File: src/rtl/if_fetch.sv
// Instruction fetch: owns the PC, fetches words over req/ack, presents one instruction to ID.
// A one-entry skid slot catches the word already in flight when a stall arrives.
module if_fetch #(
  parameter logic [31:0] RESET_PC = 32'h0000_0000
) (
  input  logic        clk,
  input  logic        rst,
  input  logic        stall,
  input  logic        branch_flag,
  input  logic [31:0] branch_target,
  output logic        mem_req,
  output logic [31:0] mem_addr,
  input  logic        mem_ack,
  input  logic [31:0] mem_rdata,
  output logic [31:0] if_pc,
  output logic [31:0] if_inst,
  output logic        if_valid
);

  typedef enum logic {ST_RUN, ST_DROP} state_t;

  state_t      r_state, w_state_nxt;
  logic [31:0] r_pc, w_pc_nxt;
  logic        r_req, w_req_nxt;
  logic [31:0] r_tgt, w_tgt_nxt;
  logic        r_o_vld, w_o_vld_nxt;
  logic [31:0] r_o_pc, w_o_pc_nxt;
  logic [31:0] r_o_inst, w_o_inst_nxt;
  logic        r_s_vld, w_s_vld_nxt;
  logic [31:0] r_s_pc, w_s_pc_nxt;
  logic [31:0] r_s_inst, w_s_inst_nxt;

  logic        w_ack;
  logic        w_cons;
  logic [31:0] w_br_tgt;

  assign w_ack    = r_req & mem_ack;
  assign w_cons   = r_o_vld & ~stall;
  assign w_br_tgt = {branch_target[31:2], 2'b00};

  always_comb begin
    w_state_nxt  = r_state;
    w_pc_nxt     = r_pc;
    w_req_nxt    = r_req;
    w_tgt_nxt    = r_tgt;
    w_o_vld_nxt  = r_o_vld;
    w_o_pc_nxt   = r_o_pc;
    w_o_inst_nxt = r_o_inst;
    w_s_vld_nxt  = r_s_vld;
    w_s_pc_nxt   = r_s_pc;
    w_s_inst_nxt = r_s_inst;

    if (branch_flag) begin
      w_o_vld_nxt  = 1'b0;
      w_o_pc_nxt   = 32'h0;
      w_o_inst_nxt = 32'h0;
      w_s_vld_nxt  = 1'b0;
      w_s_pc_nxt   = 32'h0;
      w_s_inst_nxt = 32'h0;
      // A still-pending request must complete before the bus may move to the target.
      if (!r_req || w_ack) begin
        w_pc_nxt    = w_br_tgt;
        w_req_nxt   = 1'b1;
        w_state_nxt = ST_RUN;
      end else begin
        w_tgt_nxt   = w_br_tgt;
        w_state_nxt = ST_DROP;
      end
    end else if (r_state == ST_DROP) begin
      if (w_ack) begin
        w_pc_nxt    = r_tgt;
        w_state_nxt = ST_RUN;
      end
    end else begin
      if (w_ack) begin
        w_pc_nxt = r_pc + 32'd4;
        if ((!r_o_vld || w_cons) && !r_s_vld) begin
          w_o_vld_nxt  = 1'b1;
          w_o_pc_nxt   = r_pc;
          w_o_inst_nxt = mem_rdata;
        end else if (w_cons) begin
          w_o_vld_nxt  = 1'b1;
          w_o_pc_nxt   = r_s_pc;
          w_o_inst_nxt = r_s_inst;
          w_s_vld_nxt  = 1'b1;
          w_s_pc_nxt   = r_pc;
          w_s_inst_nxt = mem_rdata;
        end else begin
          w_s_vld_nxt  = 1'b1;
          w_s_pc_nxt   = r_pc;
          w_s_inst_nxt = mem_rdata;
        end
      end else if (w_cons) begin
        if (r_s_vld) begin
          w_o_vld_nxt  = 1'b1;
          w_o_pc_nxt   = r_s_pc;
          w_o_inst_nxt = r_s_inst;
          w_s_vld_nxt  = 1'b0;
          w_s_pc_nxt   = 32'h0;
          w_s_inst_nxt = 32'h0;
        end else begin
          w_o_vld_nxt  = 1'b0;
          w_o_pc_nxt   = 32'h0;
          w_o_inst_nxt = 32'h0;
        end
      end
      // Requesting only while the skid slot stays empty keeps acks from ever overflowing it.
      w_req_nxt = ~w_s_vld_nxt;
    end
  end

  always_ff @(posedge clk) begin
    if (!rst) begin
      r_state  <= ST_RUN;
      r_pc     <= RESET_PC;
      r_req    <= 1'b0;
      r_tgt    <= RESET_PC;
      r_o_vld  <= 1'b0;
      r_o_pc   <= 32'h0;
      r_o_inst <= 32'h0;
      r_s_vld  <= 1'b0;
      r_s_pc   <= 32'h0;
      r_s_inst <= 32'h0;
    end else begin
      r_state  <= w_state_nxt;
      r_pc     <= w_pc_nxt;
      r_req    <= w_req_nxt;
      r_tgt    <= w_tgt_nxt;
      r_o_vld  <= w_o_vld_nxt;
      r_o_pc   <= w_o_pc_nxt;
      r_o_inst <= w_o_inst_nxt;
      r_s_vld  <= w_s_vld_nxt;
      r_s_pc   <= w_s_pc_nxt;
      r_s_inst <= w_s_inst_nxt;
    end
  end

  assign mem_req  = r_req;
  assign mem_addr = r_pc;
  assign if_valid = r_o_vld;
  assign if_pc    = r_o_pc;
  assign if_inst  = r_o_inst;

endmodule

File: config.mk
export PLATFORM = sky130hd
export DESIGN_NAME = if_fetch
export DESIGN_NICKNAME = d
export VERILOG_FILES = /design/src/rtl/if_fetch.sv
export SDC_FILE = /design/constraint.sdc
export NUM_CORES = 1
export LEC_CHECK = 0
export ABC_CLOCK_PERIOD_IN_PS = 2330
export CORE_ASPECT_RATIO = 1.5
export CORE_UTILIZATION = 28
export DETAILED_ROUTE_END_ITERATION = 8
export HOLD_SLACK_MARGIN = 0.02
export PLACE_DENSITY = 0.5
export SLEW_MARGIN = 5
export SYNTH_ARGS = -nofsm -noshare
export SYNTH_HDL_FRONTEND = slang
export SYNTH_SLANG_ARGS = --single-unit
File: constraint.sdc
create_clock -name clk -period 2.33 [get_ports clk]
set_input_delay 0.466 -clock clk [delete_from_list [all_inputs] [get_ports clk]]
set_output_delay 0.466 -clock clk [all_outputs]
set_load 0.02 [all_outputs]
### Yosys cells after proc, flatten, opt, wreduce, memory -nomap -nowiden

Cells that the tools add are included.

| word-level totals | value |
|---|---|
| register bits after elaboration | 194 |
| logic and storage cells | 75 |
| output and inout port bits | 98 |
| input port bits | 69 |

| cells by class | value |
|---|---|
| bitwise logic cells | 7 |
| reduce and logical (&&, ||, !) cells | 16 |
| add/sub/neg operators | 1 |
| multiplexer cells | 38 |
| equality and inequality tests | 3 |

Operators with widths:

| cell | count |
|---|---|
| $mux W32 | 21 |
| $add A32 B3 Y32 const B | 1 |
| $mux W1 | 17 |
| $reduce_bool A2 Y1 | 4 |
| $reduce_and A2 Y1 | 3 |
| $not A1 Y1 | 5 |
| $ne A2 B2 Y1 const B | 2 |
| $reduce_and A4 Y1 | 1 |
| $logic_not A1 Y1 | 3 |
| $reduce_and A3 Y1 | 1 |
| $and A1 B1 Y1 | 2 |
| $logic_or A1 B1 Y1 | 2 |
| $ne A2 B1 Y1 const B | 1 |
| $reduce_or A2 Y1 | 1 |
| $logic_and A1 B1 Y1 | 1 |

### Depth between registers and ports, before layout

Gate-level depths: netlist of the first run.

| logic depth | value |
|---|---|
| word-level depth | 11 |
| depth in mapped cells | 9 |
| gate-level depth less buffers | 6 |

### Worst setup path after synthesis of the first run

OpenSTA, ideal clock, no wires.

| timing path | value |
|---|---|
| kind | input port to flip-flop |
| from | input branch_flag |
| to | register r_pc[15] (netlist: mem_addr[15]) |
| data required time | 2,214 ps |
| buffers on the path | 2 |
| arrival time | 1,869 ps |
| stages | 6 |
| library setup time | 116 ps |
| setup slack | 344 ps |
| cells stage by stage | buf_2 or3b_2 clkbuf_1 nor4_1 a31oi_1 o211a_1 |

| on the way | value |
|---|---|
| word-level cells in the longest chain between the ends | 2 |
| elaborated cells on any way between the ends | 4 |
| classes of those cells | 1 x eq/ne; 1 x mux; 2 x reduce/logical |

Ends and longest elaborated chain:

| what | line | text |
|---|---|---|
| from (decl) | 9 | `input logic branch_flag,` |
| $ne A2 B1 Y1 (no source line) / $reduce_bool A2 Y1 (equally long branches) | - |  |
| $reduce_and A2 Y1 (no source line) | - |  |
| to (signal assigned) | 126 | `r_pc <= w_pc_nxt;` |
| to (decl) | 23 | `logic [31:0] r_pc, w_pc_nxt;` |

Several ways; a longest one is shown, not always the timed one.
A chain may end at the register's enable or synchronous reset.

### Worst setup path in the final report of the first run

| timing path | value |
|---|---|
| from | register r_pc[13] (netlist: mem_addr[13]) |
| to | output mem_addr[13] |

RTL lines:

| what | line | text |
|---|---|---|
| to (decl) | 12 | `output logic [31:0] mem_addr,` |

No word-level cell between the ends.

==> impl_metrics.ini, run 1 <==
[status]
run_status = finished, final reports clean

[route]
first_pass_iters = 5
wl_per_cell_um = 16.8
via_per_inst = 5.02
ant_nets = 0
postRouteWirelength_um = 29200
first_iter_violations = 546
vias = 8728
drc_errors = 0

[global_routing]
grt_pass1_vias = 8400
grt_overflow = 0
grt_max_degree = 51
grt_pass1_wl_um = 46600
antenna_found_initial = 0
grt_usage = 0.186

[yosys]
ys.flop_type = dfxtp_1
ys_seq_area_frac = 0.435
ys_ff_latch = 190
syn-mean-instance-area_sq_um = 7.45
synthArstFlopShare = 0
synth_cell_types = 68
synthCells = 1172
synth.yosys.warnings = 0
netlist_area_sq_mm = 0.00874
synth_edf_count = 0

[clock_tree]
postCtsSetupRepairBufs = 0
clk_pin_slew_ps = 80
cts.repair.resized = 0
clock_path_buffers = 2
htreeDepth = 4
clock_sinks = 190
clk_latency_ps = 460
ctsHoldBuffers = 0
numCtsBuffers = 17
cts_tree = done
clk_root_buffer_cell = clkbuf_16

[floorplanning]
die-area_sq_mm = 0.0319
die_y_um = 218
core_sq_mm = 0.0304
ioPinCount = 167
die_w_um = 146
initial_core_util = 0.287
rows = 78

[setup_path]
path_buf_inv = 1
critPathKind = register to primary output
crit_fanout = 8
crit_path_end = mem_addr[13]
path_cells = clkdlybuf4s50_1
max_stage_delay_ps = 680
startpoint_type = register
crit_cells = 1
required_ps = 1860
worstSetupStartpoint = mem_addr[13]
slowest_stage = clkdlybuf4s50_1
setup.worst_path.end_class = primary output
crit_family = buffers and inverters
r2r_setup_slack_ps = 280
r2r_cells = 7
rr_startpoint = mem_addr[2]
worstPathArrival_ps = 1700
r2r_end = mem_addr[30]

[power_and_ir_drop]
p_comb_frac = 0.149
ir_drop_mv = 0.459
p_seq_frac = 0.452
p_sw_uw = 2110
power_uw = 7500
leakagePower_uw = 0.00420
p_sw_frac = 0.282
power_density_mw_per_mm2 = 628
clkPwrFrac = 0.398
internal_power_uw = 5390

[cells_and_area]
num_antenna_cells = 0
fin_nets = 1397
synthToLayoutAreaGrowth_pct = 36.7
final_layout_size_suffix_gt1_frac = 0.107
final_common_cell = nand2_1
layout_common_cells = 336 x nand2_1, 190 x dfxtp_1, 181 x a21oi_1, 162 x clkdlybuf4s50_1, 70 x nand3_1

[placed_design]
dp_hpwl_um = 19900
gp_congestion = 0.820
portBuffers = 162

[worst_hold_path]
min_path_cells = 2
hold_path.class = register to register

[timing]
layout_min_cycle_time_ps = 2170
period_share = 0.930
drv_slew = 0
slew_headroom = 0.511
fin_setup_tns_ps = 0
worstMarginPinSlew_ps = 733
whs_ps = 449
clock_skew_ps = 10.6
fmax_mhz = 461
setup_viol = 0
rsz0062_at_grt = false
hold_viol_final = 0

[flow_run]
maxCapViolations = 0
power by group through the flow:
stage | clock network [uW] | registers [uW] | logic (uW)
global route | 3220 | 3400 | 1210
floorplan | 0 | 3530 | 469
finish | 2990 | 3390 | 1120
CTS | 3090 | 3390 | 1130
detailed placement | 0 | 3470 | 1120
global placement | 0 | 3470 | 1120
per-layer routing:
layer	part of all wire	wire length (um)	global-route usage	vias up
met4	0.034	988	0.0889	0
met3	0.040	1160	0.0290	45
met2	0.50	14700	0.331	218
met1	0.42	12300	0.216	4073
met5	0	0	0	-
li1	-	-	-	4392
sequential cells by signal (all words and copies together), names as in the netlist:
register / flops
mem_req: 1
if_valid: 1
r_s_vld: 1
if_pc: 31
mem_addr: 30
r_tgt: 30
r_s_pc: 31
r_s_inst: 32
r_state: 1
if_inst: 32
logic make-up after synthesis:
logic type | Yosys count | synth area share
xor gates and xnor gates | 1 | 0.00100
buffers and inverters | 129 | 0.0606
adders and majority gates | 1 | 0.00143
AOI/OAI and AO/OA | 345 | 0.242
DFF | 190 | 0.435
other | 1 | 0.000429
and+or+nand+nor | 496 | 0.249
muxes | 9 | 0.0106
worst min-delay path by stage:
stage	start	slack (ps)	to
3_3_place_gp	r_s_inst[0]	440	r_s_inst[0]
3_5_place_dp	r_s_inst[26]	440	r_s_inst[26]
6_report	r_s_inst[29]	450	r_s_inst[29]
4_1_cts	r_s_inst[26]	450	r_s_inst[26]
5_1_grt	r_s_inst[8]	470	r_s_inst[8]
2_1_floorplan	r_s_inst[0]	430	r_s_inst[0]
cell type report:
type	instances	area, sq um
clock buffers	17	425
fillers	3188	18500
repair buffers	248	2530
inverters	16	60.1
clock inverters	15	161
multi-input cells	854	4460
flip-flops and latches	190	3800
well taps	400	500
synth_stat cells (all sizes together) (3+ instances only):
cell	n	area (sq um)
nor3b	3	22.5
o2bb2ai	3	26.3
o2111ai	7	61.3
inv	15	56.3
nand4	10	83.8
a31oi	5	31.3
a311oi	4	35.0
o21a	7	52.6
nor3	11	55.1
clkbuf	84	317
buf	29	153
or3	10	62.6
dfxtp	190	3800
nor2	24	90.1
o22ai	3	18.8
and4	4	35.0
a211oi	6	45.0
nand2	337	1260
o221ai	3	26.3
o21ai	32	160
or3b	4	35.0
nor4	8	65.1
nand3	71	368
and3	3	18.8
mux2i	7	70.1
a211o	3	27.5
o211ai	65	488
nand2b	3	18.8
and2	4	25.0
a22oi	4	30.0
a21oi	182	915
per-stage QoR:
| stage | instances | utilization | setup slack (ps) | cell area, sq um |
|---|---|---|---|---|
| finish | 1740 | 0.392 | 163 | 11900 |
| global placement | 1708 | 0.373 | 4.73 | 11400 |
| global route | 1740 | 0.392 | 85.7 | 11900 |
| floorplan | 1173 | - | 344 | 8740 |
| CTS | 1740 | 0.392 | 141 | 11900 |
| detailed placement | 1708 | 0.373 | 0.900 | 11400 |
Power figures use the tool's default switching activity.
==> inputs of run 2 (changes only) <==
Settings changed: CTS_BUF_LIST set to sky130_fd_sc_hd__clkbuf_4 sky130_fd_sc_hd__clkbuf_8, GPL_TIMING_DRIVEN set to 0.
==> run 2 against run 1 <==
Against the previous run:
- cell area down 4.7%
- sequential power is 1% higher
- wire length grew 8.3%
- largest power group unchanged
- highest routed layer unchanged
==> impl_metrics.ini, run 2 (synthesis results as in run 1) <==
[placed_design]
gp_congestion = 0.867
portBuffers = 161
dp_hpwl_um = 23500
post-place-ws_ps = -903
placed_cell_area_sq_mm = 0.0109

[timing]
setup_ws_ps = 65.5
period_share = 0.972
hold_viol_final = 0
fmax_mhz = 442
clock_skew_ps = 18.0
layout_min_cycle_time_ps = 2260
rsz0062_at_grt = true
setup_viol = 0
slew_headroom = 0.498
drv_slew = 0
worstMarginPinSlew_ps = 753

[power_and_ir_drop]
ir_drop_mv = 0.356
leakagePower_uw = 0.00392
power_density_mw_per_mm2 = 596

[setup_path]
setup.worst_path.end_class = primary output
worstPathArrival_ps = 1800
slowest_stage = clkdlybuf4s50_1
path_buf_inv = 1
crit_family = buffers and inverters
startpoint_type = register
required_ps = 1860
max_stage_delay_ps = 700
path_cells = clkdlybuf4s50_1
crit_fanout = 6
critPathKind = register to primary output

[route]
drc_errors = 0
via_per_inst = 5.05
vias = 8911
first_iter_violations = 589
first_pass_iters = 8
wl_per_cell_um = 17.9
postRouteWirelength_um = 31600
ant_nets = 0

[clock_tree]
clk_root_buffer_cell = clkbuf_8
clock_path_buffers = 2
clk_pin_slew_ps = 100
numCtsBuffers = 17
cts_tree = done
htreeDepth = 4
clk_latency_ps = 500
ctsHoldBuffers = 0
clock_sinks = 190

[global_routing]
grt_overflow = 0
grt_usage = 0.199
antenna_found_initial = 1
grt_pass1_vias = 8560
grt_pass1_wl_um = 49200
grt_max_degree = 17

[floorplanning]
initial_core_util = 0.287
die-area_sq_mm = 0.0319
ioPinCount = 167
rows = 78
core_sq_mm = 0.0304
die_w_um = 146
die_y_um = 218

[status]
run_status = finished, final reports clean

[worst_hold_path]
hold_path.class = register to register

[cells_and_area]
final_layout_size_suffix_gt1_frac = 0.0821
fillers = 3301
multi_input_area_sq_mm = 0.00447
synthToLayoutAreaGrowth_pct = 30.2
final_cell_area_sq_mm = 0.0114
layout_common_cells = 337 x nand2_1, 188 x dfxtp_1, 181 x a21oi_1, 160 x clkdlybuf4s50_1, 70 x nand3_1
seq_area_sq_mm = 0.00381
fin_nets = 1422
final_common_cell = nand2_1

[flow_run]
maxCapViolations = 0
-- run 2: path summary, 6_finish.rpt --
check                                  start            to  slack (ps)  cells past startpoint
worst max-delay path            mem_addr[30]  mem_addr[30]          70                      1
worst min-delay path             r_s_inst[9]   r_s_inst[9]         450                      2
worst max register to register       mem_req  mem_addr[16]         100                      5
worst min register to register   r_s_inst[9]   r_s_inst[9]         450                      2
-- run 2: through the flow --
step / util / setup TNS (ps) / std cells / power [uW] / hold WS, ps
after global placement: 0.356 / -95990 / 1734 / 4500 / 437
after CTS: 0.371 / 0 / 1766 / 6840 / 457
after global routing: 0.374 / -14.7 / 1766 / 7080 / 468
after detailed placement: 0.356 / -95680 / 1734 / 4500 / 443
after floorplan: - / 0 / 1173 / 4000 / 429
final: 0.374 / 0 / 1766 / 6780 / 455
-- run 2: layout make-up --
cell class | instances | area share
antenna | 1 | 0.000220
buffer | 111 | 0.0440
clock buffer | 18 | 0.0212
clock inverter | 14 | 0.0145
inverter | 16 | 0.00528
multi-input combinational | 854 | 0.393
sequential | 190 | 0.335
tap | 400 | 0.0440
timing repair buffer | 162 | 0.144
-- run 2: report_power, final --
group	internal, uW	leakage, uW	switching (uW)
Sequential	3320	0.00154	124
Clock	1070	0.000207	1270
Combinational	379	0.00217	617
-- run 2: what timing repair did --
action                     CTS  global route
hold endpoints to repair     0             0
setup buffers                0             1
gates resized for setup     15            47
setup endpoints to repair  133           133
pin swaps                    0             1
-- run 2: per-layer routing --
layer | wire length (um) | global-route usage | vias to the layer above | part of all wire
li1 | - | - | 4449 | -
met1 | 13000 | 0.228 | 4182 | 0.41
met2 | 16700 | 0.372 | 234 | 0.53
met3 | 1110 | 0.0255 | 46 | 0.035
met4 | 804 | 0.0757 | 0 | 0.025
met5 | 0 | 0 | - | 0
==> inputs of run 3 (changes only) <==
Settings changed: CORE_MARGIN set to 2.
==> run 3 against run 2 <==
Against the previous run:
- register-to-register slack better by 20 ps
- wire length rose by 0.47%
- combinational power hardly changed
- utilization shrank 0.48 points
- setup slack got worse by 19 ps
- clock power fell by 8%
- largest cell class unchanged
==> impl_metrics.ini, run 3 (synthesis results as in run 1) <==
[status]
run_status = finished, final reports clean

[global_routing]
grtUsageMet3 = 0.0318
antenna_found_initial = 0
grt_pass1_vias = 8386
grt_max_degree = 17
grt_use_met1 = 0.220
grt_overflow = 0
grt_usage = 0.193
grt_busiest_layer = met2
grt_use_met2 = 0.360
grt_pass1_wl_um = 48200

[worst_hold_path]
hold_path.class = register to register
min_path_cells = 2
min_to = r_tgt[21]
hp-start = r_tgt[21]

[setup_path]
startpoint_type = input pin
crit_fanout = 10
path_cells = clkdlybuf4s50_1 > and2_1 > buf_4 > a31oi_4 > clkbuf_1 > nand2_1 > o211ai_1 > a21oi_1
required_ps = 2710
worstPathArrival_ps = 2660
r2r_end = mem_addr[12]
critPathKind = input pin to register
setup.worst_path.end_class = register
r2r_cells = 6
max_stage_delay_ps = 570
rr_startpoint = mem_req
slowest_stage = clkdlybuf4s50_1
r2r_setup_slack_ps = 120

[placed_design]
dp.cells = 1739
post-place-ws_ps = -868
dp_hpwl_um = 23600
placed_cell_area_sq_mm = 0.0109
portBuffers = 161
gp_congestion = 0.879

[timing]
slew_headroom = 0.515
clock_skew_ps = 11.2
setup_ws_ps = 46.9
layout_min_cycle_time_ps = 2280
rsz0062_at_grt = true
fin_setup_tns_ps = 0
period_share = 0.980
fmax_mhz = 438
whs_ps = 455
worstMarginPinSlew_ps = 728
setup_viol = 0
drv_slew = 0
hold_viol_final = 0

[route]
via_per_inst = 4.98
ant_nets = 0
drc_errors = 0
first_pass_iters = 7
first_iter_violations = 511
wl_per_cell_um = 17.9
postRouteWirelength_um = 31800
vias = 8835

[clock_tree]
clock_path_buffers = 2
cts_tree = done
htreeDepth = 4
clk_latency_ps = 500
clock_sinks = 190
clk_pin_slew_ps = 100
ctsHoldBuffers = 0
numCtsBuffers = 17
clk_root_buffer_cell = clkbuf_8

[floorplanning]
core_sq_mm = 0.0308
die_y_um = 220
die_w_um = 148
rows = 79
initial_core_util = 0.283
ioPinCount = 167
die-area_sq_mm = 0.0327

[cells_and_area]
instances_no_fill = 1773
final_cell_area_sq_mm = 0.0114
final_layout_size_suffix_gt1_frac = 0.0812
synthToLayoutAreaGrowth_pct = 30.2
fin_nets = 1424
layout_common_cells = 337 x nand2_1, 187 x dfxtp_1, 181 x a21oi_1, 161 x clkdlybuf4s50_1, 70 x nand3_1
final_common_cell = nand2_1

[flow_run]
maxCapViolations = 0

[power_and_ir_drop]
p_comb_frac = 0.152
power_density_mw_per_mm2 = 581
p_sw_uw = 2020
clkPwrFrac = 0.328
p_sw_frac = 0.306
leakagePower_uw = 0.00388
ir_drop_mv = 0.340
p_seq_frac = 0.521
internal_power_uw = 4580
-- run 3: changes by cell type in the layout (fill, tap and decap cells not counted), moves of 3 or more --
cell / before / now
buf_1: 2 / 5
clkbuf_2: 29 / 24
clkinvlp_4: 2 / 5
buf_4: 6 / 10
-- run 3: layout make-up --
cell class              count  area, sq um
well taps                 405          507
fillers                  3339        19500
clock inverters            13          118
flip-flops and latches    190         3810
plain buffers             110          495
diodes                      1         2.50
inverters                  16         60.1
clock buffers              19          255
repair buffers            165         1650
multi-input cells         854         4470
-- run 3: critical path, delay by kind of cell --
| kind | cells | cell delay, ps |
|---|---|---|
| simple gates | 2 | 360 |
| buf+inv | 3 | 1190 |
| compound gates | 3 | 630 |
-- run 3: timing repair --
item / in CTS / in global routing
resized for setup: 13 / 48
pin swaps: 0 / 1
setup endpoints to repair: 139 / 134
setup buffers: 2 / 2
-- run 3: how the worst max path moves through the flow --
stage                start  depth (start not counted)      endpoint
2_1_floorplan  branch_flag                          6  mem_addr[15]
3_3_place_gp       mem_ack                          8     if_pc[10]
3_5_place_dp       mem_ack                          8     if_pc[11]
4_1_cts           if_valid                          7     if_pc[11]
5_1_grt            mem_ack                          8     if_pc[28]
6_report           mem_ack                          8      if_pc[5]
-- run 3: power by group through the flow --
stage | registers (uW) | logic [uW] | clock network [uW]
after floorplan | 3530 | 469 | 0
after global placement | 3510 | 987 | 0
after detailed placement | 3510 | 987 | 0
after CTS | 3440 | 996 | 2240
after global routing | 3450 | 1080 | 2350
final | 3440 | 1000 | 2170
-- run 3: metal layers --
metal  routed length (um)  vias up
li1                     -     4456
met1                13000     4119
met2                16800      226
met3                 1150       34
met4                  748        0
met5                    0        -
-- run 3: stage by stage --
| step | utilization | power (uW) |
|---|---|---|
| 3_3_place_gp | 0.352 | 4500 |
| 3_5_place_dp | 0.352 | 4500 |
| 2_1_floorplan | - | 4000 |
| 6_report | 0.369 | 6610 |
| 4_1_cts | 0.366 | 6670 |
| 5_1_grt | 0.369 | 6890 |
